$ cat src/rtl/codedlock_guard.sv
// Supervisor for the codedlock comparator: turns match/mismatch edges into a timed
// door-open pulse, counts consecutive failures, and enforces a timed alarm lockout.
module codedlock_guard #(
  parameter int MAX_FAILS   = 3,
  parameter int OPEN_CYCLES = 1000,
  parameter int LOCK_CYCLES = 5000,
  parameter int CNT_W       = 16
) (
  input  logic                           clk,
  input  logic                           rst,
  input  logic                           match_in,
  input  logic                           mismatch_in,
  output logic                           unlock,
  output logic                           alarm,
  output logic                           locked_out,
  output logic [$clog2(MAX_FAILS+1)-1:0] fail_cnt
);

  localparam int FW = $clog2(MAX_FAILS+1);
  localparam logic [FW-1:0]    FAIL_LAST = FW'(MAX_FAILS-1);
  localparam logic [FW-1:0]    FAIL_MAX  = FW'(MAX_FAILS);
  localparam logic [CNT_W-1:0] OPEN_LD   = CNT_W'(OPEN_CYCLES-1);
  localparam logic [CNT_W-1:0] LOCK_LD   = CNT_W'(LOCK_CYCLES-1);

  typedef enum logic [1:0] {IDLE, OPEN, LOCKOUT} state_t;

  // bit 0 carries match, bit 1 carries mismatch
  logic [1:0] s1, s2, p, rise;
  logic       ev_match, ev_mis;

  state_t           state, nstate;
  logic [CNT_W-1:0] timer, ntimer;
  logic [FW-1:0]    nfail;

  always_ff @(posedge clk or posedge rst) begin
    if (rst) begin
      s1 <= '0;
      s2 <= '0;
      p  <= '0;
    end else begin
      s1 <= {mismatch_in, match_in};
      s2 <= s1;
      p  <= s2;
    end
  end

  assign rise     = s2 & ~p;
  assign ev_mis   = rise[1];
  // a coincident mismatch wins over a match
  assign ev_match = rise[0] & ~rise[1];

  always_comb begin
    nstate = state;
    ntimer = timer;
    nfail  = fail_cnt;
    unique case (state)
      IDLE: begin
        if (ev_mis) begin
          if (fail_cnt >= FAIL_LAST) begin
            nfail  = FAIL_MAX;
            nstate = LOCKOUT;
            ntimer = LOCK_LD;
          end else begin
            nfail = fail_cnt + 1'b1;
          end
        end else if (ev_match) begin
          nstate = OPEN;
          ntimer = OPEN_LD;
          nfail  = '0;
        end
      end
      OPEN: begin
        if (ev_match)          ntimer = OPEN_LD;
        else if (timer == '0)  nstate = IDLE;
        else                   ntimer = timer - 1'b1;
      end
      LOCKOUT: begin
        // events are dropped here; the edge flops keep tracking so held levels die out
        if (timer == '0) begin
          nstate = IDLE;
          nfail  = '0;
        end else begin
          ntimer = timer - 1'b1;
        end
      end
      default: nstate = IDLE;
    endcase
  end

  always_ff @(posedge clk or posedge rst) begin
    if (rst) begin
      state      <= IDLE;
      timer      <= '0;
      fail_cnt   <= '0;
      unlock     <= 1'b0;
      alarm      <= 1'b0;
      locked_out <= 1'b0;
    end else begin
      state      <= nstate;
      timer      <= ntimer;
      fail_cnt   <= nfail;
      unlock     <= (nstate == OPEN);
      alarm      <= (nstate == LOCKOUT);
      locked_out <= (nstate == LOCKOUT);
    end
  end

endmodule

$ cat config.mk
export PLATFORM = sky130hd
export DESIGN_NAME = codedlock_guard
export DESIGN_NICKNAME = d
export VERILOG_FILES = /design/src/rtl/codedlock_guard.sv
export SDC_FILE = /design/constraint.sdc
export NUM_CORES = 1
export LEC_CHECK = 0
export CAP_MARGIN = 0
export CORE_MARGIN = 2
export CORE_UTILIZATION = 37
export CTS_BUF_LIST = sky130_fd_sc_hd__clkbuf_8
export DETAILED_ROUTE_END_ITERATION = 12
export PLACE_DENSITY = 0.55
export SLEW_MARGIN = 0
export SYNTH_ARGS = -nofsm -noshare
export SYNTH_HDL_FRONTEND = slang
export SYNTH_SLANG_ARGS = --single-unit
$ cat constraint.sdc
create_clock -name clk -period 1.73 [get_ports clk]
set_input_delay 0.346 -clock clk [delete_from_list [all_inputs] [get_ports clk]]
set_output_delay 0.346 -clock clk [all_outputs]
set_load 0.005 [all_outputs]
==> results of run 1 <==
how the worst max path moves through the flow:
stage,startpoint,endpoint,slack [ns],cells after the start
floorplan,timer[4],timer[13],-0.03,5
finish,timer[1],locked_out,-0.12,8
global route,timer[1],locked_out,-0.22,8
detailed placement,timer[0],fail_cnt[0],-0.16,7
CTS,timer[4],timer[13],-0.08,5
global placement,timer[0],fail_cnt[0],-0.11,7
state kept, by name (all words and copies together), names as in the netlist:
register and flops:
p 2, locked_out 1, unlock 1, s2 2, state 2, s1 2
timer 16, fail_cnt 2
metrics by stage:
step | setup TNS [ns] | total power, mW | worst slack [ns]
after floorplan | -0.0692 | 2.32 | -0.0309
after global placement | -0.770 | 3.20 | -0.113
after detailed placement | -1.40 | 3.25 | -0.156
after CTS | -0.274 | 3.86 | -0.0803
after global routing | -2.38 | 4.71 | -0.222
final | -0.814 | 4.39 | -0.122
area by class of cell:
type,instances,area (sq um)
Timing Repair Buffer,71,576
Multi-Input combinational cell,144,1280
Sequential cell,28,701
Clock buffer,4,55.1
Inverter,11,41.3
Fill cell,362,1690
Tap cell,52,65.1
layout by cell type, fill, tap and decap left out, drive strengths merged, types with 5 or more instances in the layout:
cell           instances
buf                   63
dfrtp                 28
a21oi                 17
nor2                  15
o21ai                 13
inv                   11
nand2                  9
clkdlybuf4s50          8
a31oi                  8
nor4                   8
nor3                   6
ha                     5
power by group through the flow:
stage | sequential, mW | clock [mW] | combinational, mW
after floorplan | 1.01 | 0 | 1.31
after global placement | 0.963 | 0 | 2.24
final | 0.960 | 0.412 | 3.02
after detailed placement | 0.969 | 0 | 2.28
after global routing | 0.983 | 0.460 | 3.27
after CTS | 0.954 | 0.429 | 2.48
logic make-up after synthesis:
family                   share of synthesized area
AND/OR/NAND/NOR                              0.253
AO/OA/AOI/OAI                                0.256
flip-flops                                   0.406
buffers and inverters                       0.0377
adder cells (fa/ha/maj)                     0.0363
XOR/XNOR                                   0.00508
multiplexers                               0.00580
routing by layer:
metal / wire, um / global-route usage / part of all wire
met5: 0 / 0 / 0
met3: 137 / 0.0222 / 0.028
met4: 53 / 0.0629 / 0.011
met1: 2300 / 0.277 / 0.46
met2: 2460 / 0.309 / 0.50
what timing repair did:
action / CTS / global route
endpoints found under the setup margin: 22 / 22
pin swaps: 11 / 36
setup buffers: 3 / 8
hold buffers: 0 / 0
gates resized for setup: 24 / 52
hold endpoints to repair: 0 / 0
==> results.py, run 1 <==
metrics = {
    "status": {
        "run_status": "complete, but fails checks",
        "violations": "setup timing",
    },
    "clock_tree": {
        "cts_htree_levels": 1,
        "cts.clk_slew.worst_paths_ns": 0.10,
        "cts_buffers": 3,
        "clock_latency_ns": 0.28,
        "cts_buffer_depth": 2,
        "cts_sinks": 28,
        "cts_tree": "done",
        "root_buffer": "clkbuf_8",
    },
    "cells_and_area": {
        "final_cell_area_sq_um": 2720,
        "final_util": 0.617,
        "final_layout_size_suffix_gt1_frac": 0.481,
        "areaGrowthSynthToFinish_pct": 57.8,
        "diodes": 0,
        "fin_cells": 310,
        "final_nets": 268,
    },
    "placement": {
        "dp_hpwl_um": 3460,
        "placed_area_sq_um": 2270,
        "port_buffers": 8,
        "place.gp.congestion": 0.858,
        "dp_cells": 296,
    },
    "power": {
        "vdd_drop_max_v": 0.000792,
        "powerDensity_nw_per_um2": 1610,
        "p_sw_mw": 1.88,
        "seqPwrFrac": 0.219,
        "internal-power_mw": 2.51,
        "leakagePower_nw": 1.15,
        "clkPwrFrac": 0.094,
        "p_sw_frac": 0.428,
        "power_frac_comb": 0.688,
    },
    "timing": {
        "rsz0062_at_grt": "true",
        "slew_headroom": 0.749,
        "finClkSkew_ns": 0.00446,
        "timing.hold.ws_ns": 0.367,
        "report.final.slew_viol_count": 0,
        "finalCritPeriodShare": 1.07,
        "setup_slack_ns": -0.122,
        "tightest_slew_ns": 0.374,
        "finalHoldViolations": 0,
        "max_freq_mhz": 540,
        "finalSetupViolations": 13,
        "min_period_ns": 1.85,
    },
    "drt": {
        "finalWirelength_um": 4950,
        "num_vias": 1748,
        "drcViolationCount": 0,
        "viasPerCell": 5.64,
        "initialDrtViolationCount": 93,
        "wl_per_cell_um": 16.0,
        "ant_nets": 0,
        "first_pass_iters": 4,
    },
    "global_route": {
        "antenna_found_initial": 0,
        "grt_max_degree": 29,
        "globalRoute.totalOverflow": 0,
        "grt_pass1_vias": 1656,
        "grt_usage": 0.194,
        "grt_pass1_wl_um": 7890,
    },
    "setup_path": {
        "crit_path_max_fanout": 3,
        "crit_path_top_delay_cell": "dfrtp_1",
        "worstRegToRegCells": 8,
        "cp.required_ns": 1.90,
        "max_stage_delay_ns": 0.41,
        "critPathKind": "flop to flop",
        "cpLargestDelayFamily": "simple AND/OR/NAND/NOR gates",
        "arrival_ns": 2.02,
        "cp-end-kind": "flop",
        "reg2reg_to": "locked_out",
        "reg2reg_slack_ns": -0.12,
        "rr_startpoint": "timer[1]",
        "worstPathCellList": "inv_1, ha_2, nor3b_4, nand4_2, and2_4, buf_6, o311ai_4, a21oi_2",
        "crit_buf_inv": 2,
        "startpoint_type": "flop",
    },
    "min_path": {
        "holdCritStartpoint": "s1[1]",
        "worstHoldEndpoint": "s2[1]",
        "hold_path_depth": 0,
        "hp-class": "flop to flop",
    },
    "logic_synthesis": {
        "synth-async-reset-ratio": 1.00,
        "synthMostInstantiatedCell": "dfrtp_1",
        "ys_warn_count": 0,
        "ys_seq_elements": 28,
        "yosys-top-cells-count": "dfrtp_1, a21oi_1, nor2_1",
        "synthFlopType": "dfrtp_1",
        "ys_seq_area_frac": 0.406,
        "synth_area_leaders": "dfrtp_1, a21oi_1, ha_1",
        "postSynthCellCount": 188,
        "syn_nets": 197,
        "postSynthAreaPerCell_sq_um": 9.18,
        "netlist.top_cell.by_area": "dfrtp_1",
        "netlist_area_sq_um": 1730,
        "synth.top_cell.area_share": 0.406,
        "synthDistinctLibCells": 49,
        "synth_edf_count": 0,
    },
    "floorplanning": {
        "row_count": 24,
        "die_w_um": 72.3,
        "die_area_sq_um": 5230,
        "start_util": 0.391,
        "io_pins": 9,
        "core_sq_um": 4410,
        "die_h_um": 72.3,
    },
    "run": {
        "cap_violations": 0,
    },
}
Note: power is estimated with default switching activity, not from simulation.
==> inputs of run 2 (changes only) <==
Settings changed: GPL_TIMING_DRIVEN set to 1.
==> results of run 2 <==
Same layout as run 1: the final DEF is identical, and so are final timing and power.
==> inputs of run 3 (changes only) <==
Settings changed: TNS_END_PERCENT set to 20.
==> results.py, run 3 (same netlist as run 1, synthesis figures left out) <==
metrics = {
    "status": {
        "run_status": "complete, but fails checks",
        "violations": "setup timing",
    },
    "placement": {
        "place.gp.congestion": 0.854,
        "dp_slack_ns": -0.142,
        "port_buffers": 8,
        "dp_hpwl_um": 3410,
    },
    "timing": {
        "rsz0062_at_grt": "true",
        "max_freq_mhz": 525,
        "slew_headroom": 0.693,
        "tightest_slew_ns": 0.458,
        "finClkSkew_ns": 0.00194,
        "finalHoldViolations": 0,
        "setup_slack_ns": -0.174,
        "finalSetupViolations": 19,
        "report.final.slew_viol_count": 0,
        "min_period_ns": 1.90,
        "finalCritPeriodShare": 1.10,
    },
    "run": {
        "cap_violations": 0,
    },
    "cells_and_area": {
        "final_common_cell": "buf_4",
        "final_nets": 263,
        "final_util": 0.556,
        "largest_reg_flops": 16,
        "diodes": 0,
        "fillers": 395,
        "areaGrowthSynthToFinish_pct": 42.1,
        "layout_common_cells": "buf_4, dfrtp_1, nor2_1, a21oi_1, inv_1",
        "top_register": "timer",
        "final_layout_size_suffix_gt1_frac": 0.364,
    },
    "global_route": {
        "gr-usage-met3": 0.0306,
        "grt_max_degree": 29,
        "busiest_layer": "met2",
        "use_met2": 0.291,
        "grt_pass1_wl_um": 7800,
        "globalRoute.totalOverflow": 0,
        "use_met1": 0.274,
        "grt_usage": 0.191,
        "antenna_found_initial": 0,
        "grt_pass1_vias": 1613,
    },
    "floorplanning": {
        "io_pins": 9,
        "die_area_sq_um": 5230,
        "die_h_um": 72.3,
        "start_util": 0.391,
        "core_sq_um": 4410,
        "die_w_um": 72.3,
        "row_count": 24,
    },
    "drt": {
        "initialDrtViolationCount": 133,
        "drcViolationCount": 0,
        "first_pass_iters": 4,
        "num_vias": 1699,
        "wl_per_cell_um": 15.2,
        "finalWirelength_um": 4640,
        "ant_nets": 0,
        "viasPerCell": 5.57,
    },
    "setup_path": {
        "reg2reg_slack_ns": -0.17,
        "startpoint_type": "flop",
        "cp-end-kind": "flop",
        "crit_path_max_fanout": 4,
        "cp.required_ns": 1.91,
        "arrival_ns": 2.09,
        "critPathKind": "flop to flop",
    },
    "power": {
        "p_sw_mw": 1.62,
        "internal-power_mw": 2.34,
        "power_frac_comb": 0.623,
        "powerDensity_nw_per_um2": 1610,
        "p_sw_frac": 0.409,
        "clkPwrFrac": 0.135,
        "leakagePower_nw": 1.07,
        "total_power_mw": 3.96,
        "vdd_drop_max_v": 0.000710,
        "seqPwrFrac": 0.243,
    },
    "clock_tree": {
        "cts_buffers": 3,
        "clock_latency_ns": 0.28,
        "cts_tree": "done",
        "cts_sinks": 28,
        "cts_buffer_depth": 2,
        "cts_hold_buf": 0,
        "cts_htree_levels": 1,
        "root_buffer": "clkbuf_8",
        "cts.clk_slew.worst_paths_ns": 0.10,
    },
    "min_path": {
        "hp-class": "flop to flop",
    },
}
[run 3: worst max-delay path, cell delays in order (launching register included)]
cell	delay (ns)
dfrtp_1	0.41
or4_4	0.60
buf_4	0.17
nor4_4	0.14
o211ai_1	0.15
xnor2_1	0.14
a22o_1	0.19
[run 3: path summary, 6_finish.rpt]
kind,cells after the start,endpoint,start
min,0,s2[1],s1[1]
max,6,timer[13],timer[6]
min reg2reg,0,s2[1],s1[1]
min in group asynchronous,3,timer[1],rst
max in group asynchronous,3,timer[8],rst
max reg2reg,6,timer[13],timer[6]
[run 3: power groups by stage]
| stage | Clock (mW) | Combinational [mW] | Sequential, mW |
|---|---|---|---|
| after detailed placement | 0 | 2.24 | 0.975 |
| after global routing | 0.572 | 2.71 | 0.982 |
| after CTS | 0.541 | 2.37 | 0.959 |
| final | 0.533 | 2.47 | 0.961 |
| after global placement | 0 | 2.21 | 0.963 |
| after floorplan | 0 | 1.30 | 1.01 |
[run 3: routing by layer]
metal / wire, um / part of all wire
met5: 0 / 0
met4: 80 / 0.017
met3: 104 / 0.022
met2: 2140 / 0.46
met1: 2320 / 0.50
[run 3: area by class of cell]
cell class / count / area, sq um / area share
Clock buffer: 3 / 41.3 / 0.0168
Timing Repair Buffer: 66 / 519 / 0.212
Inverter: 11 / 41.3 / 0.0168
Tap cell: 52 / 65.1 / 0.0265
Clock inverter: 1 / 30.0 / 0.0122
Sequential cell: 28 / 701 / 0.286
Multi-Input combinational cell: 144 / 1050 / 0.430
[run 3: repair_timing]
| action | in CTS | in global routing |
|---|---|---|
| setup endpoints to repair | 22 | 22 |
| pin swaps | 10 | 3 |
| gates resized for setup | 19 | 4 |
| buffers inserted | 5 | 2 |
| endpoints found under the hold margin | 0 | 0 |
[run 3: per-stage QoR]
step | setup TNS [ns] | hold WS [ns] | cell area, sq um | instances
global placement | -0.733 | 0.336 | 2250 | 294
finish | -1.25 | 0.357 | 2450 | 305
floorplan | -0.0885 | 0.331 | 1750 | 188
CTS | -0.771 | 0.361 | 2420 | 303
detailed placement | -1.49 | 0.336 | 2250 | 294
global route | -3.49 | 0.367 | 2450 | 305
